--- src/rtl/controlador_ejecao_pkg.sv ---
// Shared definitions for the vending-machine ejection controller:
// FSM state encoding, credit width and the fixed product price table.
package controlador_ejecao_pkg;

    localparam int LARGURA_CREDITO = 8;

    typedef enum logic [1:0] {
        ST_IDLE    = 2'd0,
        ST_CREDITO = 2'd1,
        ST_EJETA   = 2'd2,
        ST_TROCO   = 2'd3
    } estado_t;

    localparam logic [LARGURA_CREDITO-1:0] PRECO_0 = 8'd50;
    localparam logic [LARGURA_CREDITO-1:0] PRECO_1 = 8'd75;
    localparam logic [LARGURA_CREDITO-1:0] PRECO_2 = 8'd100;
    localparam logic [LARGURA_CREDITO-1:0] PRECO_3 = 8'd120;

    function automatic logic [LARGURA_CREDITO-1:0] preco(input logic [1:0] produto);
        logic [LARGURA_CREDITO-1:0] valor;
        case (produto)
            2'd0:    valor = PRECO_0;
            2'd1:    valor = PRECO_1;
            2'd2:    valor = PRECO_2;
            default: valor = PRECO_3;
        endcase
        return valor;
    endfunction

endpackage

--- src/rtl/controlador_ejecao_temporizador.sv ---
// 9-bit inactivity timer: counts while enabled, clear wins over enable,
// flags the terminal count TIMEOUT_CICLOS-1 and holds there.
module temporizador_inatividade #(
    parameter int unsigned TIMEOUT_CICLOS = 400
) (
    input  logic clk,
    input  logic rst,
    input  logic limpa_i,
    input  logic habilita_i,
    output logic fim_o
);

    localparam logic [8:0] TERMINAL = 9'(TIMEOUT_CICLOS - 1);

    logic [8:0] cont_q, cont_d;

    always_comb begin
        cont_d = cont_q;
        if (limpa_i) begin
            cont_d = '0;
        end else if (habilita_i && (cont_q != TERMINAL)) begin
            cont_d = cont_q + 9'd1;
        end
    end

    always_ff @(posedge clk or posedge rst) begin
        if (rst) begin
            cont_q <= '0;
        end else begin
            cont_q <= cont_d;
        end
    end

    assign fim_o = (cont_q == TERMINAL);

endmodule

--- src/rtl/controlador_ejecao.sv ---
// Ejection sequencer: accumulates coin credit, checks a selection against the
// price table, holds ejeta for EJETA_CICLOS cycles, then returns change.
module controlador_ejecao
    import controlador_ejecao_pkg::*;
#(
    parameter int unsigned EJETA_CICLOS   = 5,
    parameter int unsigned TIMEOUT_CICLOS = 400
) (
    input  logic                       clk,
    input  logic                       rst,
    input  logic                       moeda,
    input  logic [LARGURA_CREDITO-1:0] valor_moeda,
    input  logic                       seleciona,
    input  logic [1:0]                 produto,
    input  logic                       cancela,
    output logic                       ejeta,
    output logic [1:0]                 produto_ejetado,
    output logic [LARGURA_CREDITO-1:0] credito,
    output logic [LARGURA_CREDITO-1:0] troco,
    output logic                       troco_valido,
    output logic                       erro_saldo,
    output logic                       moeda_rejeitada,
    output logic                       ocupado
);

    estado_t                      estado_q, estado_d;
    logic [LARGURA_CREDITO-1:0]   credito_q, credito_d;
    logic [7:0]                   cont_q, cont_d;
    logic [1:0]                   produto_q, produto_d;
    logic [LARGURA_CREDITO-1:0]   troco_q, troco_d;
    logic                         troco_valido_q, troco_valido_d;
    logic                         erro_q, erro_d;
    logic                         rejeita_q, rejeita_d;
    logic                         ejeta_q, ejeta_d;
    logic                         ocupado_q, ocupado_d;

    logic [LARGURA_CREDITO:0]     soma;
    logic                         excede;
    logic [LARGURA_CREDITO-1:0]   credito_moeda;
    logic [LARGURA_CREDITO-1:0]   preco_sel;
    logic                         timer_fim;

    temporizador_inatividade #(
        .TIMEOUT_CICLOS(TIMEOUT_CICLOS)
    ) u_temporizador (
        .clk       (clk),
        .rst       (rst),
        .limpa_i   ((estado_q != ST_CREDITO) || moeda || seleciona),
        .habilita_i(estado_q == ST_CREDITO),
        .fim_o     (timer_fim)
    );

    // Coin is accepted only if the 9-bit sum fits; otherwise credit is untouched.
    assign soma          = {1'b0, credito_q} + {1'b0, valor_moeda};
    assign excede        = soma[LARGURA_CREDITO];
    assign credito_moeda = (moeda && !excede) ? soma[LARGURA_CREDITO-1:0] : credito_q;
    assign preco_sel     = preco(produto);

    always_comb begin
        estado_d       = estado_q;
        credito_d      = credito_q;
        cont_d         = cont_q;
        produto_d      = produto_q;
        troco_d        = '0;
        troco_valido_d = 1'b0;
        erro_d         = 1'b0;
        rejeita_d      = 1'b0;

        case (estado_q)
            ST_IDLE: begin
                if (moeda) begin
                    credito_d = valor_moeda;
                    estado_d  = ST_CREDITO;
                end
            end
            ST_CREDITO: begin
                rejeita_d = moeda && excede;
                if (cancela) begin
                    credito_d      = credito_moeda;
                    troco_d        = credito_moeda;
                    troco_valido_d = 1'b1;
                    estado_d       = ST_TROCO;
                end else if (seleciona) begin
                    // Price is checked against the pre-coin credit; a same-cycle
                    // coin then lands on the residual.
                    if (credito_q >= preco_sel) begin
                        credito_d = credito_moeda - preco_sel;
                        produto_d = produto;
                        cont_d    = 8'(EJETA_CICLOS);
                        estado_d  = ST_EJETA;
                    end else begin
                        erro_d    = 1'b1;
                        credito_d = credito_moeda;
                    end
                end else if (timer_fim && !moeda) begin
                    troco_d        = credito_q;
                    troco_valido_d = 1'b1;
                    estado_d       = ST_TROCO;
                end else begin
                    credito_d = credito_moeda;
                end
            end
            ST_EJETA: begin
                rejeita_d = moeda;
                cont_d    = cont_q - 8'd1;
                if (cont_q == 8'd1) begin
                    produto_d = '0;
                    if (credito_q != '0) begin
                        troco_d        = credito_q;
                        troco_valido_d = 1'b1;
                        estado_d       = ST_TROCO;
                    end else begin
                        estado_d = ST_IDLE;
                    end
                end
            end
            default: begin
                rejeita_d = moeda;
                credito_d = '0;
                estado_d  = ST_IDLE;
            end
        endcase

        ejeta_d   = (estado_d == ST_EJETA);
        ocupado_d = (estado_d == ST_EJETA) || (estado_d == ST_TROCO);
    end

    always_ff @(posedge clk or posedge rst) begin
        if (rst) begin
            estado_q       <= ST_IDLE;
            credito_q      <= '0;
            cont_q         <= '0;
            produto_q      <= '0;
            troco_q        <= '0;
            troco_valido_q <= 1'b0;
            erro_q         <= 1'b0;
            rejeita_q      <= 1'b0;
            ejeta_q        <= 1'b0;
            ocupado_q      <= 1'b0;
        end else begin
            estado_q       <= estado_d;
            credito_q      <= credito_d;
            cont_q         <= cont_d;
            produto_q      <= produto_d;
            troco_q        <= troco_d;
            troco_valido_q <= troco_valido_d;
            erro_q         <= erro_d;
            rejeita_q      <= rejeita_d;
            ejeta_q        <= ejeta_d;
            ocupado_q      <= ocupado_d;
        end
    end

    assign ejeta           = ejeta_q;
    assign produto_ejetado = produto_q;
    assign credito         = credito_q;
    assign troco           = troco_q;
    assign troco_valido    = troco_valido_q;
    assign erro_saldo      = erro_q;
    assign moeda_rejeitada = rejeita_q;
    assign ocupado         = ocupado_q;

endmodule

--- config.mk ---
export PLATFORM = sky130hd
export DESIGN_NAME = controlador_ejecao
export DESIGN_NICKNAME = d
export VERILOG_FILES = /design/src/rtl/controlador_ejecao_pkg.sv /design/src/rtl/controlador_ejecao_temporizador.sv /design/src/rtl/controlador_ejecao.sv
export SDC_FILE = /design/constraint.sdc
export NUM_CORES = 1
export LEC_CHECK = 0
export BUFFER_PORTS_ARGS = -buffer_cell sky130_fd_sc_hd__buf_4
export CAP_MARGIN = 20
export CELL_PAD_IN_SITES_DETAIL_PLACEMENT = 1
export CELL_PAD_IN_SITES_GLOBAL_PLACEMENT = 1
export CORE_UTILIZATION = 35
export DETAILED_ROUTE_END_ITERATION = 8
export GPL_TIMING_DRIVEN = 0
export PLACE_DENSITY = 0.64
export SETUP_SLACK_MARGIN = 0.2
export SLEW_MARGIN = 20
export SYNTH_ARGS = -nofsm -noshare
export SYNTH_HDL_FRONTEND = slang
export SYNTH_SLANG_ARGS = --single-unit
--- constraint.sdc ---
create_clock -name clk -period 3.3 [get_ports clk]
set_input_delay 0.495 -clock clk [delete_from_list [all_inputs] [get_ports clk]]
set_output_delay 0.495 -clock clk [all_outputs]
set_load 0.005 [all_outputs]
### After elaboration in Yosys (flattened, before gate mapping)

Index checks and enable logic that the tools add are counted.

* add/sub/neg operators: 4
* $mul: 0
* div/mod/pow operators: 0
* order comparisons: 1
* equality and inequality tests: 16
* shifts and indexed selects: 0
* mux-type cells: 44
* bitwise gates (word level): 1
* reductions and logical operators: 17

Operator list (number)
* 2-to-1 mux 8 bit: 14
* one-hot mux 8 bit (2 select lines): 2
* one-hot mux 8 bit (3 select lines): 1
* 2-to-1 mux 2 bit: 11
* one-hot mux 7 bit (3 select lines): 1
* 2-to-1 mux 9 bit: 2
* != test 2 bit, second input constant: 5
* adder 8 x 8 -> 9 bit: 1
* adder 9 x 1 -> 9 bit, second input constant: 1
* == test 9 bit, second input constant: 1
* 2-to-1 mux 1 bit: 9
* != test 9 bit, second input constant: 1
* == test 2 bit, second input constant: 4
* == test 8 x 1 -> 1 bit, second input constant: 1
* greater-or-equal comparator 8 bit: 1
* nonzero test 8 bit: 1
* subtractor 8 x 1 -> 8 bit, second input constant: 1
* subtractor 8 bit: 1
* one-hot mux 2 bit (3 select lines): 1
* AND reduction 5 bit: 1
* == test 2 x 1 -> 1 bit, second input constant: 2
* logical AND 1 bit: 4
* zero test 2 bit: 2
* != test 4 bit, second input constant: 1
* 9 further kinds: 14

* bits in registers: 42
* latch bits: 0
* RAM bits: 0
* memory bits (read-only): 0
* bits of input ports: 15
* output and inout bits: 23
* logic and storage cells: 94
* memories kept: 0

### Longest topological paths before layout

* word-level depth: 9
* gate-level depth with buffers: 16
* gate-level depth less buffers: 16

### By module

Synthesis repeated with hierarchy kept, for this count alone.

* cells, all modules: 379
* area, all modules: 3514.6 sq um

By module, submodules not included
* controlador_ejecao: times used 1, cells an instance 325, area an instance 2985.4 sq um, seq. area each 825.8 sq um
* temporizador_inatividade: times used 1, cells an instance 54, area an instance 529.3 sq um, seq. area each 225.2 sq um

### Least setup slack after synthesis

Ideal clock, no wire load.

* kind: input -> register
* from: input port valor_moeda[0]
* to: register credito_q[6] (netlist: credito[6])
* library setup time: 0.088 ns
* data arrival time: 3.544 ns
* required time: 3.212 ns
* path slack: -0.332 ns
* stages on the path: 16
* buffers on the path: 0
* cells stage by stage: ha_1 inv_1 fa_1 nand2b_1 a2111oi_4 nor3_4 mux2i_1 ha_1 inv_1 fa_1 a21oi_1 o21ai_0 a21oi_1 xnor2_1 mux2i_1 a41oi_1

* cells in the longest elaborated chain, start to end: 9
* elaborated cells on any way between the ends: 10
* those cells by class: add/sub: 2; mux: 6; reduce/logical: 2

Ends and longest elaborated chain
* start, declared: line controlador_ejecao.sv:12 `input logic [LARGURA_CREDITO-1:0] valor_moeda,`
* adder 8 x 8 -> 9 bit (*): line controlador_ejecao.sv:54 `assign soma = {1'b0, credito_q} + {1'b0, valor_moeda};`
* zero test 1 bit: line controlador_ejecao.sv:56 `assign credito_moeda = (moeda && !excede) ? soma[LARGURA_CREDITO-1:0] : credito_q;`
* logical AND 1 bit: line controlador_ejecao.sv:56
* 2-to-1 mux 8 bit (*): line controlador_ejecao.sv:56
* subtractor 8 bit: line controlador_ejecao.sv:87 `credito_d = credito_moeda - preco_sel;`
* 2-to-1 mux 8 bit: line controlador_ejecao.sv:86 `if (credito_q >= preco_sel) begin`
* 2-to-1 mux 8 bit: line controlador_ejecao.sv:83 `end else if (seleciona) begin`
* 2-to-1 mux 8 bit (*): line controlador_ejecao.sv:78 `if (cancela) begin`
* one-hot mux 8 bit (3 select lines) (*): line controlador_ejecao.sv:69 `case (estado_q)`
* end signal, assigned: line controlador_ejecao.sv:142 `credito_q <= credito_d;`
* end, declared: line controlador_ejecao.sv:27 `logic [LARGURA_CREDITO-1:0] credito_q, credito_d;`

Mark *: on every way between the ends. The rest lies on a longest branch, timed or not. The select of a mux whose other input is x is not followed.
A chain may end at the register's enable or synchronous reset.

### Worst setup path in the final report

* from: register credito_q[0] (netlist: credito[0])
* to: register credito_q[5] (netlist: credito[5])

* cells in the longest elaborated chain, start to end: 9
* elaborated cells on any way between the ends: 11
* those cells by class: add/sub: 2; order compare: 1; mux: 6; reduce/logical: 2

Ends and longest elaborated chain (line)
* adder 8 x 8 -> 9 bit: controlador_ejecao.sv:54
* zero test 1 bit: controlador_ejecao.sv:56
* logical AND 1 bit: controlador_ejecao.sv:56
* 2-to-1 mux 8 bit: controlador_ejecao.sv:56
* subtractor 8 bit: controlador_ejecao.sv:87
* 2-to-1 mux 8 bit: controlador_ejecao.sv:86
* 2-to-1 mux 8 bit: controlador_ejecao.sv:83
* 2-to-1 mux 8 bit (*): controlador_ejecao.sv:78
* one-hot mux 8 bit (3 select lines) (*): controlador_ejecao.sv:69

Marked as above.

==> impl_metrics.ini <==
[synthesis]
netlist_area_sq_um = 3360
synth_mux_area_frac = 0.0406
synth_xor_area_frac = 0.0339
yosysUniqueCellTypes = 61
synth_top_area_share = 0.313
ys_seq_area_frac = 0.313
synth_ff_type = dfrtp_1
synthCells = 374
synth_edf_count = 0
synth_area_leaders = dfrtp_1, ha_1, o21ai_0
yosysTopAreaCell = dfrtp_1
ys_seq_elements = 42
synthTopCellsByCount = dfrtp_1, ha_1, o21ai_0
yosys_warnings = 0
syn_nets = 426
synth.most_common_cell = dfrtp_1
avgSynthCellArea_sq_um = 8.99
synth_compound_area_frac = 0.244
synth-async-reset-ratio = 1.00
synth-simple-area-share = 0.191
synthAdderAreaFrac = 0.142
synth_top_family_by_area = compound AO/OA/AOI/OAI gates

[timing]
post-route-min-period_ps = 3560
rsz0062_at_grt = yes
worst_pin_slew_ps = 806
relSlewSlack = 0.458
fin_worst_skew_ps = 14.9
fin_ws_ps = -265
finalHoldViolCount = 0
setup_viol = 6
fmax_mhz = 281
setup_tns_ps = -1060
drv_slew = 0
fin_crit_sh = 1.08
hold_ws_ps = 169

[clock_network]
clock_latency_ps = 300
tritoncts = done
htree_levels = 2
ctsHoldBuffers = 0
clock-root-buffer = clkbuf_8
cts_sinks = 42
clockBufferDepth = 2
numCtsBuffers = 5
clkSlewWorstSetupHoldPaths_ps = 100

[critical_path]
worstSetupPathType = flip-flop to flip-flop
r2r_cells = 17
reg2reg_to = credito[5]
endpoint = credito[5]
startpoint = credito[0]
critPathMaxStageDelay_ps = 470
cp-end-kind = flip-flop
r2r_slack_ps = -260
required_ps = 3480
r2r-start = credito[0]
cp_cell_sequence = ha_4 -> inv_2 -> fa_2 -> nand2b_4 -> a2111oi_4 -> nor3_4 -> buf_12 -> buf_4 -> mux2_4 -> ha_4 -> o21a_1 -> o31ai_4 -> buf_4 -> nand2_1 -> a21o_1 -> xnor2_2 -> o221ai_1
cp-start-kind = flip-flop
cp_data_arrival_time_ps = 3740
cp_slowest_cell = a2111oi_4
cp_max_fo = 4

[final_layout]
syn_to_final_growth_pct = 27.6
drive_gt1_frac = 0.281
final_core_util = 0.462
multi_input_area_sq_um = 2390
nFillCells = 1097
nNetsFinal = 492
ff_latch_area_sq_um = 1060
diodes = 0

[route]
drt-initial-drc-count = 97
wl_mm = 10.5
num_vias = 3114
avgRoutedWirePerCell_um = 18.4
drc = 0
post_drt_via_cell_ratio = 5.46
ant_nets = 0
dr.pass1.iters = 4

[die]
core_area_sq_um = 9280
initial_core_util = 0.362
rows = 35
die_area_sq_um = 10000
die_y_um = 100
die_w_um = 100
pin_count = 38

[global_route]
grt_max_degree = 28
antenna_found_initial = 0
grt_pass1_wl_mm = 17.3
grt_remaining_overflow = 0
grt_pass1_vias = 3245
track_usage = 0.221

[outcome]
outcome = finished, violations left
violations = negative setup slack

[run]
drv_cap = 0

[place]
dpl.hpwl_mm = 7.74
port_buffers = 37
routabilityCongestion = 0.805

[pwr]
vdd.ir_drop.worst_mv = 0.293
report.power.total_mw = 3.97
p_leak_nw = 1.90
powerDensity_nw_per_um2 = 926

[min_path]
hold_class = primary input to async pin
-- flip-flops by register name (all words and copies together), names as in the netlist --
| name | count |
|---|---|
| troco | 8 |
| troco_valido | 1 |
| produto_ejetado | 2 |
| ocupado | 1 |
| cont_q | 8 |
| moeda_rejeitada | 1 |
| ejeta | 1 |
| credito | 8 |
| u_temporizador.cont_q | 9 |
| estado_q | 2 |
| erro_saldo | 1 |
-- cells in the final DEF (no fill, tap or decap), drive strengths merged, types with 4 or more instances in the layout --
master   instances
o31ai            6
a22o             4
or2              4
mux2             5
o2bb2ai          4
a21o             7
inv             22
o21a             4
xor2             5
nor3             7
o211ai           5
a21boi           4
nor2b            8
nor4             4
xnor2            8
and2             4
a31oi            6
a21oi           26
buf             61
nand3           12
mux2i            8
nand2b           7
nor2            27
o21ai           31
clkbuf          11
nand2           26
dfrtp           42
and3             7
ha              35
nand4            4
-- cells by family (layout without fill, tap and decap cells) --
logic type | count (synthesis) | count (layout)
simple gates | 120 | 120
compound gates | 119 | 119
flops | 42 | 42
fa+ha+maj | 37 | 37
buf+inv | 30 | 97
xor+xnor | 13 | 13
mux | 13 | 13
-- power breakdown --
part           leakage, nW  internal (mW)  switching [mW]  total [mW]
registers            0.547          0.659           0.172       0.832
clock network       0.0441          0.149           0.200       0.349
logic                 1.31           1.28            1.51        2.79
total                 1.90           2.09            1.88        3.97
-- metal layers --
layer | vias up | track usage | share of wire
li1 | 1515 | - | -
met1 | 1537 | 0.301 | 0.47
met4 | 0 | 0.0513 | 0.011
met3 | 12 | 0.0244 | 0.028
met2 | 50 | 0.378 | 0.49
met5 | - | 0 | 0
-- how the worst min path moves through the flow --
stage	end	slack, ps	startpoint
5_1_grt	troco[1]	190	rst
2_1_floorplan	u_temporizador.cont_q[2]	480	u_temporizador.cont_q[2]
4_1_cts	u_temporizador.cont_q[4]	180	rst
3_5_place_dp	troco[6]	510	rst
3_3_place_gp	produto_ejetado[0]	500	produto_ejetado[0]
6_report	troco[1]	170	rst
-- worst max-delay path, delay by kind of cell, from the launching register on --
kind / cells / cell delay, ps
XOR/XNOR: 1 / 150
buffers and inverters: 4 / 500
adder cells (fa/ha/maj): 3 / 690
AND/OR/NAND/NOR: 3 / 300
AO/OA/AOI/OAI: 5 / 1060
multiplexers: 1 / 320
flip-flops: 1 / 400
-- cell type report --
type | count | share of cell area
clock inverter | 3 | 0.00496
multi-input combinational | 302 | 0.557
timing repair buffer | 59 | 0.109
buffer | 8 | 0.00904
clock buffer | 5 | 0.0160
inverter | 22 | 0.0192
tap | 129 | 0.0376
sequential | 42 | 0.247
-- stage by stage --
step	worst slack, ps	std cells	cell area [sq um]
finish	-265	570	4290
detailed placement	-916	541	3860
global placement	-833	540	3840
global route	-365	570	4290
CTS	-258	565	4210
floorplan	-159	374	3400
-- what timing repair did --
action | 4_1_cts | 5_1_grt
buffers inserted | 16 | 5
endpoints found under the setup margin | 8 | 11
pin swaps | 15 | 4
gates resized for setup | 22 | 13
Note: power is estimated with default switching activity, not from simulation.
